--- config.mk ---
export PLATFORM = sky130hd
export DESIGN_NAME = car_sprite_engine_flat
export DESIGN_NICKNAME = d
export VERILOG_FILES = /design/src/rtl/car_sprite_if.sv /design/src/rtl/car_sprite_engine.sv /design/src/flat_wrapper.sv
export SDC_FILE = /design/constraint.sdc
export NUM_CORES = 1
export LEC_CHECK = 0
export BUFFER_PORTS_ARGS = -buffer_cell sky130_fd_sc_hd__buf_2
export CAP_MARGIN = 15
export CORE_ASPECT_RATIO = 0.6
export CORE_UTILIZATION = 54
export DETAILED_ROUTE_END_ITERATION = 10
export GPL_TIMING_DRIVEN = 0
export PLACE_DENSITY_LB_ADDON = 0.2
export SLEW_MARGIN = 10
export SYNTH_ARGS = -nofsm -noshare
export SYNTH_HDL_FRONTEND = slang
export SYNTH_SLANG_ARGS = --single-unit
--- constraint.sdc ---
create_clock -name clk -period 4 [get_ports clk]
set_input_delay 0.2 -clock clk [delete_from_list [all_inputs] [get_ports clk]]
set_output_delay 0.2 -clock clk [all_outputs]
set_load 0.01 [all_outputs]
--- src/rtl/car_sprite_if.sv ---
// Request/plot bundle between the car animation control, the sprite/background ROMs,
// the VGA adapter and the car sprite engine.
interface car_sprite_if;
    logic       ldXY;
    logic [7:0] car_x;
    logic [6:0] car_y;
    logic       drawCarEnable;
    logic       eraseCarEnable;
    logic [2:0] sprite_colour;
    logic [2:0] bg_colour;
    logic [5:0] sprite_addr;
    logic [14:0] bg_addr;
    logic [7:0] vga_x;
    logic [6:0] vga_y;
    logic [2:0] vga_colour;
    logic       vga_plot;
    logic       drawCarDone;
    logic       eraseCarDone;

    modport master (
        output ldXY, car_x, car_y, drawCarEnable, eraseCarEnable, sprite_colour, bg_colour,
        input  sprite_addr, bg_addr, vga_x, vga_y, vga_colour, vga_plot, drawCarDone, eraseCarDone
    );

    modport slave (
        input  ldXY, car_x, car_y, drawCarEnable, eraseCarEnable, sprite_colour, bg_colour,
        output sprite_addr, bg_addr, vga_x, vga_y, vga_colour, vga_plot, drawCarDone, eraseCarDone
    );
endinterface

--- src/rtl/car_sprite_engine.sv ---
// Scans the car footprint one pixel per clock: draws opaque sprite pixels, or restores
// the same footprint from the background ROM, at the last latched car position.
module car_sprite_engine #(
    parameter int unsigned CAR_W       = 8,
    parameter int unsigned CAR_H       = 8,
    parameter int unsigned SCREEN_W    = 160,
    parameter int unsigned SCREEN_H    = 120,
    parameter logic [2:0]  TRANSPARENT = 3'b000
) (
    input  logic         clk,
    input  logic         resetn,
    car_sprite_if.slave  bus
);
    localparam logic [1:0] S_IDLE  = 2'd0;
    localparam logic [1:0] S_SCAN  = 2'd1;
    localparam logic [1:0] S_DRAIN = 2'd2;
    localparam logic [1:0] S_DONE  = 2'd3;

    localparam int unsigned CXW = (CAR_W > 1) ? $clog2(CAR_W) : 1;
    localparam int unsigned CYW = (CAR_H > 1) ? $clog2(CAR_H) : 1;
    localparam int unsigned AXW = 9;
    localparam int unsigned AYW = 8;

    logic [1:0]     state, state_nx;
    logic [CXW-1:0] cx, cx_nx;
    logic [CYW-1:0] cy, cy_nx;
    logic [7:0]     pos_x, pos_x_nx;
    logic [6:0]     pos_y, pos_y_nx;
    logic           draw_mode, draw_mode_nx;
    logic [AXW-1:0] stage_x, stage_x_nx;
    logic [AYW-1:0] stage_y, stage_y_nx;
    logic           stage_valid, stage_valid_nx;

    logic           mode_en_c;
    logic [AXW-1:0] abs_x_c;
    logic [AYW-1:0] abs_y_c;

    always_ff @(posedge clk) begin
        if (!resetn) begin
            state       <= S_IDLE;
            cx          <= '0;
            cy          <= '0;
            pos_x       <= '0;
            pos_y       <= '0;
            draw_mode   <= 1'b0;
            stage_x     <= '0;
            stage_y     <= '0;
            stage_valid <= 1'b0;
        end else begin
            state       <= state_nx;
            cx          <= cx_nx;
            cy          <= cy_nx;
            pos_x       <= pos_x_nx;
            pos_y       <= pos_y_nx;
            draw_mode   <= draw_mode_nx;
            stage_x     <= stage_x_nx;
            stage_y     <= stage_y_nx;
            stage_valid <= stage_valid_nx;
        end
    end

    assign mode_en_c = draw_mode ? bus.drawCarEnable : bus.eraseCarEnable;
    assign abs_x_c   = AXW'(pos_x) + AXW'(cx);
    assign abs_y_c   = AYW'(pos_y) + AYW'(cy);

    // Next state; dropping the latched mode's enable mid-scan aborts straight to IDLE.
    always_comb begin
        state_nx       = state;
        cx_nx          = cx;
        cy_nx          = cy;
        pos_x_nx       = pos_x;
        pos_y_nx       = pos_y;
        draw_mode_nx   = draw_mode;
        stage_x_nx     = stage_x;
        stage_y_nx     = stage_y;
        stage_valid_nx = 1'b0;
        case (state)
            S_IDLE: begin
                if (bus.ldXY) begin
                    pos_x_nx = bus.car_x;
                    pos_y_nx = bus.car_y;
                end
                if (bus.drawCarEnable || bus.eraseCarEnable) begin
                    state_nx     = S_SCAN;
                    draw_mode_nx = bus.drawCarEnable;
                    cx_nx        = '0;
                    cy_nx        = '0;
                end
            end
            S_SCAN: begin
                if (!mode_en_c) begin
                    state_nx = S_IDLE;
                end else begin
                    stage_x_nx     = abs_x_c;
                    stage_y_nx     = abs_y_c;
                    stage_valid_nx = 1'b1;
                    if (cx == CXW'(CAR_W - 1)) begin
                        cx_nx = '0;
                        if (cy == CYW'(CAR_H - 1)) begin
                            cy_nx    = '0;
                            state_nx = S_DRAIN;
                        end else begin
                            cy_nx = cy + CYW'(1);
                        end
                    end else begin
                        cx_nx = cx + CXW'(1);
                    end
                end
            end
            S_DRAIN: state_nx = mode_en_c ? S_DONE : S_IDLE;
            default: if (!mode_en_c) state_nx = S_IDLE;
        endcase
    end

    assign bus.sprite_addr = 6'(32'(cy) * CAR_W + 32'(cx));
    assign bus.bg_addr     = 15'(32'(abs_y_c) * SCREEN_W + 32'(abs_x_c));

    // ROM data arrives one cycle after its address, aligned with the stage register.
    assign bus.vga_x      = stage_x[7:0];
    assign bus.vga_y      = stage_y[6:0];
    assign bus.vga_colour = !stage_valid ? 3'b000 :
                            (draw_mode ? bus.sprite_colour : bus.bg_colour);
    assign bus.vga_plot   = stage_valid
                            && (32'(stage_x) < SCREEN_W)
                            && (32'(stage_y) < SCREEN_H)
                            && (!draw_mode || (bus.sprite_colour != TRANSPARENT));

    assign bus.drawCarDone  = (state == S_DONE) && draw_mode;
    assign bus.eraseCarDone = (state == S_DONE) && !draw_mode;
endmodule

--- src/flat_wrapper.sv ---
// flat-port wrapper written by rule: the top's interface ports become plain ports
module car_sprite_engine_flat 
#(
    parameter int unsigned CAR_W       = 8,
    parameter int unsigned CAR_H       = 8,
    parameter int unsigned SCREEN_W    = 160,
    parameter int unsigned SCREEN_H    = 120,
    parameter logic [2:0]  TRANSPARENT = 3'b000
)
  (clk, resetn, bus_ldXY, bus_car_x, bus_car_y, bus_drawCarEnable, bus_eraseCarEnable, bus_sprite_colour, bus_bg_colour, bus_sprite_addr, bus_bg_addr, bus_vga_x, bus_vga_y, bus_vga_colour, bus_vga_plot, bus_drawCarDone, bus_eraseCarDone);
  car_sprite_if bus_i ();
  input  logic clk;
  input  logic resetn;
  input wire logic [$bits(bus_i.ldXY)-1:0] bus_ldXY;
  input wire logic [$bits(bus_i.car_x)-1:0] bus_car_x;
  input wire logic [$bits(bus_i.car_y)-1:0] bus_car_y;
  input wire logic [$bits(bus_i.drawCarEnable)-1:0] bus_drawCarEnable;
  input wire logic [$bits(bus_i.eraseCarEnable)-1:0] bus_eraseCarEnable;
  input wire logic [$bits(bus_i.sprite_colour)-1:0] bus_sprite_colour;
  input wire logic [$bits(bus_i.bg_colour)-1:0] bus_bg_colour;
  output wire logic [$bits(bus_i.sprite_addr)-1:0] bus_sprite_addr;
  output wire logic [$bits(bus_i.bg_addr)-1:0] bus_bg_addr;
  output wire logic [$bits(bus_i.vga_x)-1:0] bus_vga_x;
  output wire logic [$bits(bus_i.vga_y)-1:0] bus_vga_y;
  output wire logic [$bits(bus_i.vga_colour)-1:0] bus_vga_colour;
  output wire logic [$bits(bus_i.vga_plot)-1:0] bus_vga_plot;
  output wire logic [$bits(bus_i.drawCarDone)-1:0] bus_drawCarDone;
  output wire logic [$bits(bus_i.eraseCarDone)-1:0] bus_eraseCarDone;
  assign bus_i.ldXY = bus_ldXY;
  assign bus_i.car_x = bus_car_x;
  assign bus_i.car_y = bus_car_y;
  assign bus_i.drawCarEnable = bus_drawCarEnable;
  assign bus_i.eraseCarEnable = bus_eraseCarEnable;
  assign bus_i.sprite_colour = bus_sprite_colour;
  assign bus_i.bg_colour = bus_bg_colour;
  assign bus_sprite_addr = bus_i.sprite_addr;
  assign bus_bg_addr = bus_i.bg_addr;
  assign bus_vga_x = bus_i.vga_x;
  assign bus_vga_y = bus_i.vga_y;
  assign bus_vga_colour = bus_i.vga_colour;
  assign bus_vga_plot = bus_i.vga_plot;
  assign bus_drawCarDone = bus_i.drawCarDone;
  assign bus_eraseCarDone = bus_i.eraseCarDone;
  car_sprite_engine #(.CAR_W(CAR_W), .CAR_H(CAR_H), .SCREEN_W(SCREEN_W), .SCREEN_H(SCREEN_H), .TRANSPARENT(TRANSPARENT)) u_core (.clk(clk), .resetn(resetn), .bus(bus_i));
endmodule
==> flow_metrics.env, run 1 <==
export IMPL_place_hpwl_mm=5.171
export IMPL_p_total_mw=1.027
export IMPL_cts_buffer_depth=2
export IMPL_synthFlopType="dfxtp_1"
export IMPL_grt_pass1_vias=2213
export IMPL_fp_dieW_um=94.30
export IMPL_synthCells=336
export IMPL_fin_cells=474
export IMPL_fin_nets=466
export IMPL_seqCellArea_um2=842.1
export IMPL_dieHeight_um=57.38
export IMPL_grt_usage=0.2510
export IMPL_core_area_um2=4731
export IMPL_area_growth_pct=20.76
export IMPL_vias_per_cell=5.295
export IMPL_totalWireLength_mm=6.400
export IMPL_worstPathRequired_ps=3800
export IMPL_grt_pass1_wl_mm=10.54
export IMPL_cts_inserted_buffers=5
export IMPL_async_reset_ff_frac=0
export IMPL_hold_class="in -> reg"
export IMPL_max_freq_ghz=0.2610
export IMPL_p_sw_uw=329.6
export IMPL_p_int_uw=697.7
export IMPL_max_slew_worst_pin_slew_ps=561.6
export IMPL_synth_warning_count=0
export IMPL_synth_area_leaders="dfxtp_1, ha_1, nand2_1"
export IMPL_layout_worst_path_cycle_share=0.9580
export IMPL_path_clk_slew_ps=80
export IMPL_syn_nets=391
export IMPL_synth_edf_count=0
export IMPL_status="complete, no violations"
export IMPL_fill_cells=417
export IMPL_cp_end_kind="primary output"
export IMPL_io_pins=68
export IMPL_power_density_nw_per_um2=308.2
export IMPL_relSlewSlack=0.6256
export IMPL_start_util=0.5834
export IMPL_ant_nets=0
export IMPL_rsz0062_at_grt="true"
export IMPL_place_gp_congestion=0.8429
export IMPL_multi_input_area_um2=1732
export IMPL_combPwrFrac=0.286
export IMPL_grt_start_max_net_pins=13
export IMPL_drv_slew=0
export IMPL_dp_cells=466
export IMPL_worst_clock_skew_ps=7.179
export IMPL_finalSetupViolations=0
export IMPL_syn_area_per_cell_um2=8.215
export IMPL_drive_above_1_share=0.2822
export IMPL_synth_top_area_share=0.3046
export IMPL_pwr_share_clk=0.256
export IMPL_cts_root_buf="clkbuf_8"
export IMPL_seqPwrFrac=0.458
export IMPL_final_common_cell="buf_2"
export IMPL_maxCapViolations=0
export IMPL_overflow=0
export IMPL_total_leakage_power_nw=1.689
export IMPL_synth_area_um2=2760
export IMPL_cts_htree_levels=2
export IMPL_final_cell_mix="buf_2, nand2_1, dfxtp_1"
export IMPL_synth_distinct_cells=40
export IMPL_critPathKind="reg -> out"
export IMPL_std_cell_rows=19
export IMPL_cts_tree="done"
export IMPL_swShare=0.3208
export IMPL_clock_sinks=42
export IMPL_vias=2510
export IMPL_arrival_ps=3630
export IMPL_die_area_um2=5411
export IMPL_antenna_found_initial=0
export IMPL_synth_seq_cells=42
export IMPL_vdd_ir_drop_max_mv=0.1738
export IMPL_port_buffers=67
export IMPL_clk_latency_ps=300
export IMPL_drt_iter0_drc=123
export IMPL_dr_pass1_iters=4
export IMPL_yosys_area_top_type="dfxtp_1"
export IMPL_finalHoldViolCount=0
export IMPL_num_antenna_cells=0
export IMPL_wire_per_inst_um=13.50
export IMPL_period_needed_ps=3832
export IMPL_start_kind="flip-flop"
export IMPL_critical_path_max_fanout=5
export IMPL_drc=0
export IMPL_ys_seq_area_frac=0.3046
==> worst max-delay path, stage by stage, from the launching register on <==
cell and delay, ps:
dfxtp_1 370, ha_1 250, fa_1 430, a21oi_1 190
nor2b_1 100, xnor2_2 280, xnor2_1 220, ha_1 270
and3_1 190, o21a_1 240, nor2_1 270, nand2_1 120
xnor2_1 210, buf_2 160
==> power by group through the flow <==
| stage | combinational, mW | sequential (mW) | clock [mW] |
|---|---|---|---|
| floorplan | 0.196 | 0.474 | 0 |
| global placement | 0.278 | 0.478 | 0 |
| detailed placement | 0.284 | 0.480 | 0 |
| CTS | 0.287 | 0.470 | 0.263 |
| global route | 0.325 | 0.475 | 0.278 |
| finish | 0.294 | 0.471 | 0.263 |
==> worst paths after layout <==
kind                                                      from                              to  slack [ps]  cells after the start
worst max-delay path                 u_core.cy[0]$_SDFFE_PN0P_                 bus_bg_addr[12]         170                     13
worst max register to register       u_core.cx[0]$_SDFFE_PN0P_  u_core.stage_x[6]$_SDFFE_PN0P_        1940                      7
worst min register to register  u_core.stage_x[0]$_SDFFE_PN0P_  u_core.stage_x[0]$_SDFFE_PN0P_         460                      2
worst min-delay path                              bus_car_y[5]    u_core.pos_y[5]$_SDFFE_PN0P_         140                      3
==> metal layers <==
layer | vias up | track usage | routed length (µm)
li1 | 1268 | - | -
met2 | 94 | 0.3551 | 2562
met3 | 5 | 0.05067 | 483
met5 | - | 0 | 0
met4 | 0 | 0.04396 | 31
met1 | 1143 | 0.3918 | 3322
==> cells by family (layout without fill, tap and decap cells) <==
group | count (synthesis) | count (layout) | synth area share
flops | 42 | 42 | 0.3046
simple gates | 124 | 124 | 0.2049
fa+ha+maj | 29 | 29 | 0.1423
compound gates | 68 | 68 | 0.1578
xor+xnor | 23 | 23 | 0.07299
mux | 6 | 6 | 0.02357
buf+inv | 44 | 119 | 0.09383
==> metrics by stage <==
step / hold WS [ps] / worst slack, ps / area, µm² / TNS (ps) / utilization
floorplan: 313.8 / 662.8 / 2760 / 0 / -
global placement: 444.9 / 280.3 / 3174 / 0 / 0.6710
detailed placement: 445.6 / 249.9 / 3174 / 0 / 0.6710
CTS: 132.6 / 46.24 / 3268 / 0 / 0.6908
global route: 146.1 / -50.15 / 3333 / -127.9 / 0.7046
finish: 137.7 / 168.1 / 3333 / 0 / 0.7046
==> synth_stat cells, types with 2 or more instances <==
master      n
nor4b_1     2
nor3b_1     2
nor2_1     25
nand2b_1    5
nor3_1      3
nand2_1    62
o21ai_0     9
xor2_1      8
ha_1       25
a21o_1      5
buf_2       3
nand4_1     4
clkbuf_1    5
and2_1      5
buf_6       2
mux2i_1     5
buf_4      20
and3_1      4
fa_1        4
dfxtp_1    42
o2111ai_1   2
o211a_1     3
xnor2_1    15
inv_1      13
a211oi_1    6
a21oi_1    35
nor2b_1     9
==> final cells by class <==
class,instances,share of cell area
buffer,30,0.06194
clock buffer,5,0.02065
clock inverter,2,0.003003
inverter,14,0.01577
multi-input combinational,250,0.5195
sequential,42,0.2526
tap,63,0.02365
timing repair buffer,68,0.1029
==> sequential cells by signal, summed over array words and instances (netlist names) <==
name / count
u_core.cx: 3
u_core.cy: 3
u_core.draw_mode: 1
u_core.pos_x: 8
u_core.pos_y: 7
u_core.stage_valid: 1
u_core.stage_x: 9
u_core.stage_y: 8
u_core.state: 2
==> what timing repair did <==
| action | in CTS | in global routing |
|---|---|---|
| setup endpoints to repair | 1 | 3 |
| pin swaps | 0 | 1 |
| hold buffers | 0 | 0 |
| gates resized for setup | 2 | 12 |
| buffers inserted | 0 | 1 |
Power figures use the tool's default switching activity.
==> run 2: changes to the inputs <==
--- a/config.mk
+++ b/config.mk
@@ -11,7 +11,7 @@
 export CORE_UTILIZATION = 54
 export DETAILED_ROUTE_END_ITERATION = 10
 export GPL_TIMING_DRIVEN = 0
-export PLACE_DENSITY_LB_ADDON = 0.2
+export PLACE_DENSITY = 0.91
 export SLEW_MARGIN = 10
 export SYNTH_ARGS = -nofsm -noshare
 export SYNTH_HDL_FRONTEND = slang
==> constraint.sdc (replaced) <==
create_clock -name clk -period 4.19 [get_ports clk]
set_input_delay 0.2095 -clock clk [delete_from_list [all_inputs] [get_ports clk]]
set_output_delay 0.2095 -clock clk [all_outputs]
set_load 0.01 [all_outputs]
==> flow_metrics.env, run 2 (synthesis gave the netlist of run 1 again) <==
export IMPL_slowest_stage="fa_1"
export IMPL_cts_inserted_buffers=5
export IMPL_hold_class="in -> reg"
export IMPL_die_area_um2=5411
export IMPL_final_cell_mix="buf_2, nand2_1, dfxtp_1"
export IMPL_grt_start_max_net_pins=14
export IMPL_arrival_ps=3890
export IMPL_start_util=0.5834
export IMPL_overflow=0
export IMPL_start_kind="flip-flop"
export IMPL_grt_usage=0.2610
export IMPL_relSlewSlack=0.6276
export IMPL_dp_cells=466
export IMPL_p_int_uw=728.3
export IMPL_drv_slew=0
export IMPL_clk_latency_ps=310
export IMPL_totalWireLength_mm=6.546
export IMPL_finalSetupViolations=0
export IMPL_seqPwrFrac=0.428
export IMPL_num_antenna_cells=0
export IMPL_regMostFlops="u_core.stage_x"
export IMPL_power_density_nw_per_um2=318.8
export IMPL_grt_pass1_vias=2285
export IMPL_final_area_um2=3301
export IMPL_crit_path_cell_trace="ha_1 -> fa_1 -> a21oi_1 -> nor2b_1 -> xnor2_1 -> xnor2_1 -> fa_1 -> a211oi_1 -> o21bai_1 -> a21oi_1 -> xnor2_1 -> xnor2_1 -> buf_2"
export IMPL_total_leakage_power_nw=1.678
export IMPL_slowest_delay_ps=520
export IMPL_worst_clock_skew_ps=9.046
export IMPL_p_sw_uw=323.8
export IMPL_timing_setup_tns_ps=0
export IMPL_clock_sinks=42
export IMPL_largest_registers="u_core.stage_x: 9 flops, u_core.pos_x: 8 flops, u_core.stage_y: 8 flops"
export IMPL_cts_tree="done"
export IMPL_cp_end_kind="primary output"
export IMPL_drc=0
export IMPL_combPwrFrac=0.262
export IMPL_drt_iter0_drc=155
export IMPL_path_clk_slew_ps=90
export IMPL_rsz0062_at_grt="false"
export IMPL_critPathKind="reg -> out"
export IMPL_critical_path_max_fanout=5
export IMPL_antenna_found_initial=0
export IMPL_pwr_share_clk=0.310
export IMPL_port_buffers=67
export IMPL_cts_root_buf="clkbuf_8"
export IMPL_vias_per_cell=5.331
export IMPL_core_area_um2=4731
export IMPL_swShare=0.3078
export IMPL_ant_nets=0
export IMPL_dr_pass1_iters=6
export IMPL_max_freq_ghz=0.2438
export IMPL_max_slew_worst_pin_slew_ps=554.6
export IMPL_final_util=0.6977
export IMPL_cts_buffer_depth=2
export IMPL_final_common_cell="buf_2"
export IMPL_worstPathRequired_ps=3980
export IMPL_vias=2527
export IMPL_finalHoldViolCount=0
export IMPL_maxCapViolations=0
export IMPL_dieHeight_um=57.38
export IMPL_vdd_ir_drop_max_mv=0.1824
export IMPL_fin_nets=465
export IMPL_multi_input_area_um2=1675
export IMPL_place_gp_congestion=0.8206
export IMPL_std_cell_rows=19
export IMPL_fill_cells=381
export IMPL_layout_worst_path_cycle_share=0.9789
export IMPL_place_hpwl_mm=5.157
export IMPL_largest_reg_flops=9
export IMPL_path_common_cell="xnor2_1"
export IMPL_status="complete, no violations"
export IMPL_place_area_um2=3174
export IMPL_grt_pass1_wl_mm=10.76
export IMPL_io_pins=68
export IMPL_fin_cells=474
export IMPL_wire_per_inst_um=13.81
export IMPL_cts_htree_levels=2
export IMPL_seqCellArea_um2=842.1
export IMPL_period_needed_ps=4102
export IMPL_drive_above_1_share=0.2579
export IMPL_postCtsSetupRepairBufs=0
export IMPL_fp_dieW_um=94.30
export IMPL_area_growth_pct=19.58
-- run 2: changes by cell type in the layout (fill, tap and decap cells not counted), sizes merged --
cell	change
clkinv	-2
bufinv	+1
clkbuf	+1
clkinvlp	+1
buf	-1
-- run 2: critical path: cells and delay by family, from the launching register on --
| family | cells | cell delay, ps |
|---|---|---|
| fa+ha+maj | 3 | 1170 |
| xor+xnor | 4 | 980 |
| compound gates | 4 | 850 |
| flops | 1 | 360 |
| buf+inv | 1 | 150 |
| simple gates | 1 | 80 |
-- run 2: metrics by stage --
stage / power [mW] / hold slack, ps / setup WS, ps
final: 1.052 / 124.2 / 88.38
after CTS: 1.049 / 124.1 / 99.75
after global routing: 1.107 / 143.4 / 19.06
after global placement: 0.7195 / 443.6 / 580.7
after floorplan: 0.6397 / 323.3 / 843.3
after detailed placement: 0.7286 / 451.3 / 450.1
-- run 2: power groups by stage --
stage | sequential, mW | clock, mW | combinational, mW
floorplan | 0.452 | 0 | 0.188
global placement | 0.457 | 0 | 0.263
detailed placement | 0.458 | 0 | 0.270
CTS | 0.449 | 0.327 | 0.273
global route | 0.453 | 0.350 | 0.304
finish | 0.450 | 0.327 | 0.276
-- run 2: layout make-up --
type,count,area share
flip-flops and latches,42,0.2551
clock inverters,2,0.01137
multi-input cells,250,0.5076
clock buffers,6,0.02199
inverters,14,0.01592
plain buffers,30,0.06255
repair buffers,67,0.1016
well taps,63,0.02388
-- run 2: worst paths after layout --
path | from | end | slack, ps | cells past startpoint
min reg2reg | u_core.stage_x[2]$_SDFFE_PN0P_ | u_core.stage_x[2]$_SDFFE_PN0P_ | 460 | 2
min | bus_car_x[2] | u_core.pos_x[2]$_SDFFE_PN0P_ | 120 | 3
max reg2reg | u_core.cx[0]$_SDFFE_PN0P_ | u_core.stage_x[6]$_SDFFE_PN0P_ | 2120 | 7
max | u_core.cy[0]$_SDFFE_PN0P_ | bus_bg_addr[14] | 90 | 13
-- run 2: what timing repair did --
action | 4_1_cts | 5_1_grt
gates resized for setup | 0 | 3
hold buffers | 0 | 0
setup endpoints to repair | 0 | 2
-- run 2: per-layer routing --
layer	routed length, µm	part of all wire	vias up	global-route usage
met1	3305	0.50	1154	0.3902
li1	-	-	1271	-
met5	0	0	-	0
met4	72	0.011	0	0.07253
met2	2665	0.41	94	0.3768
met3	502	0.077	8	0.05600
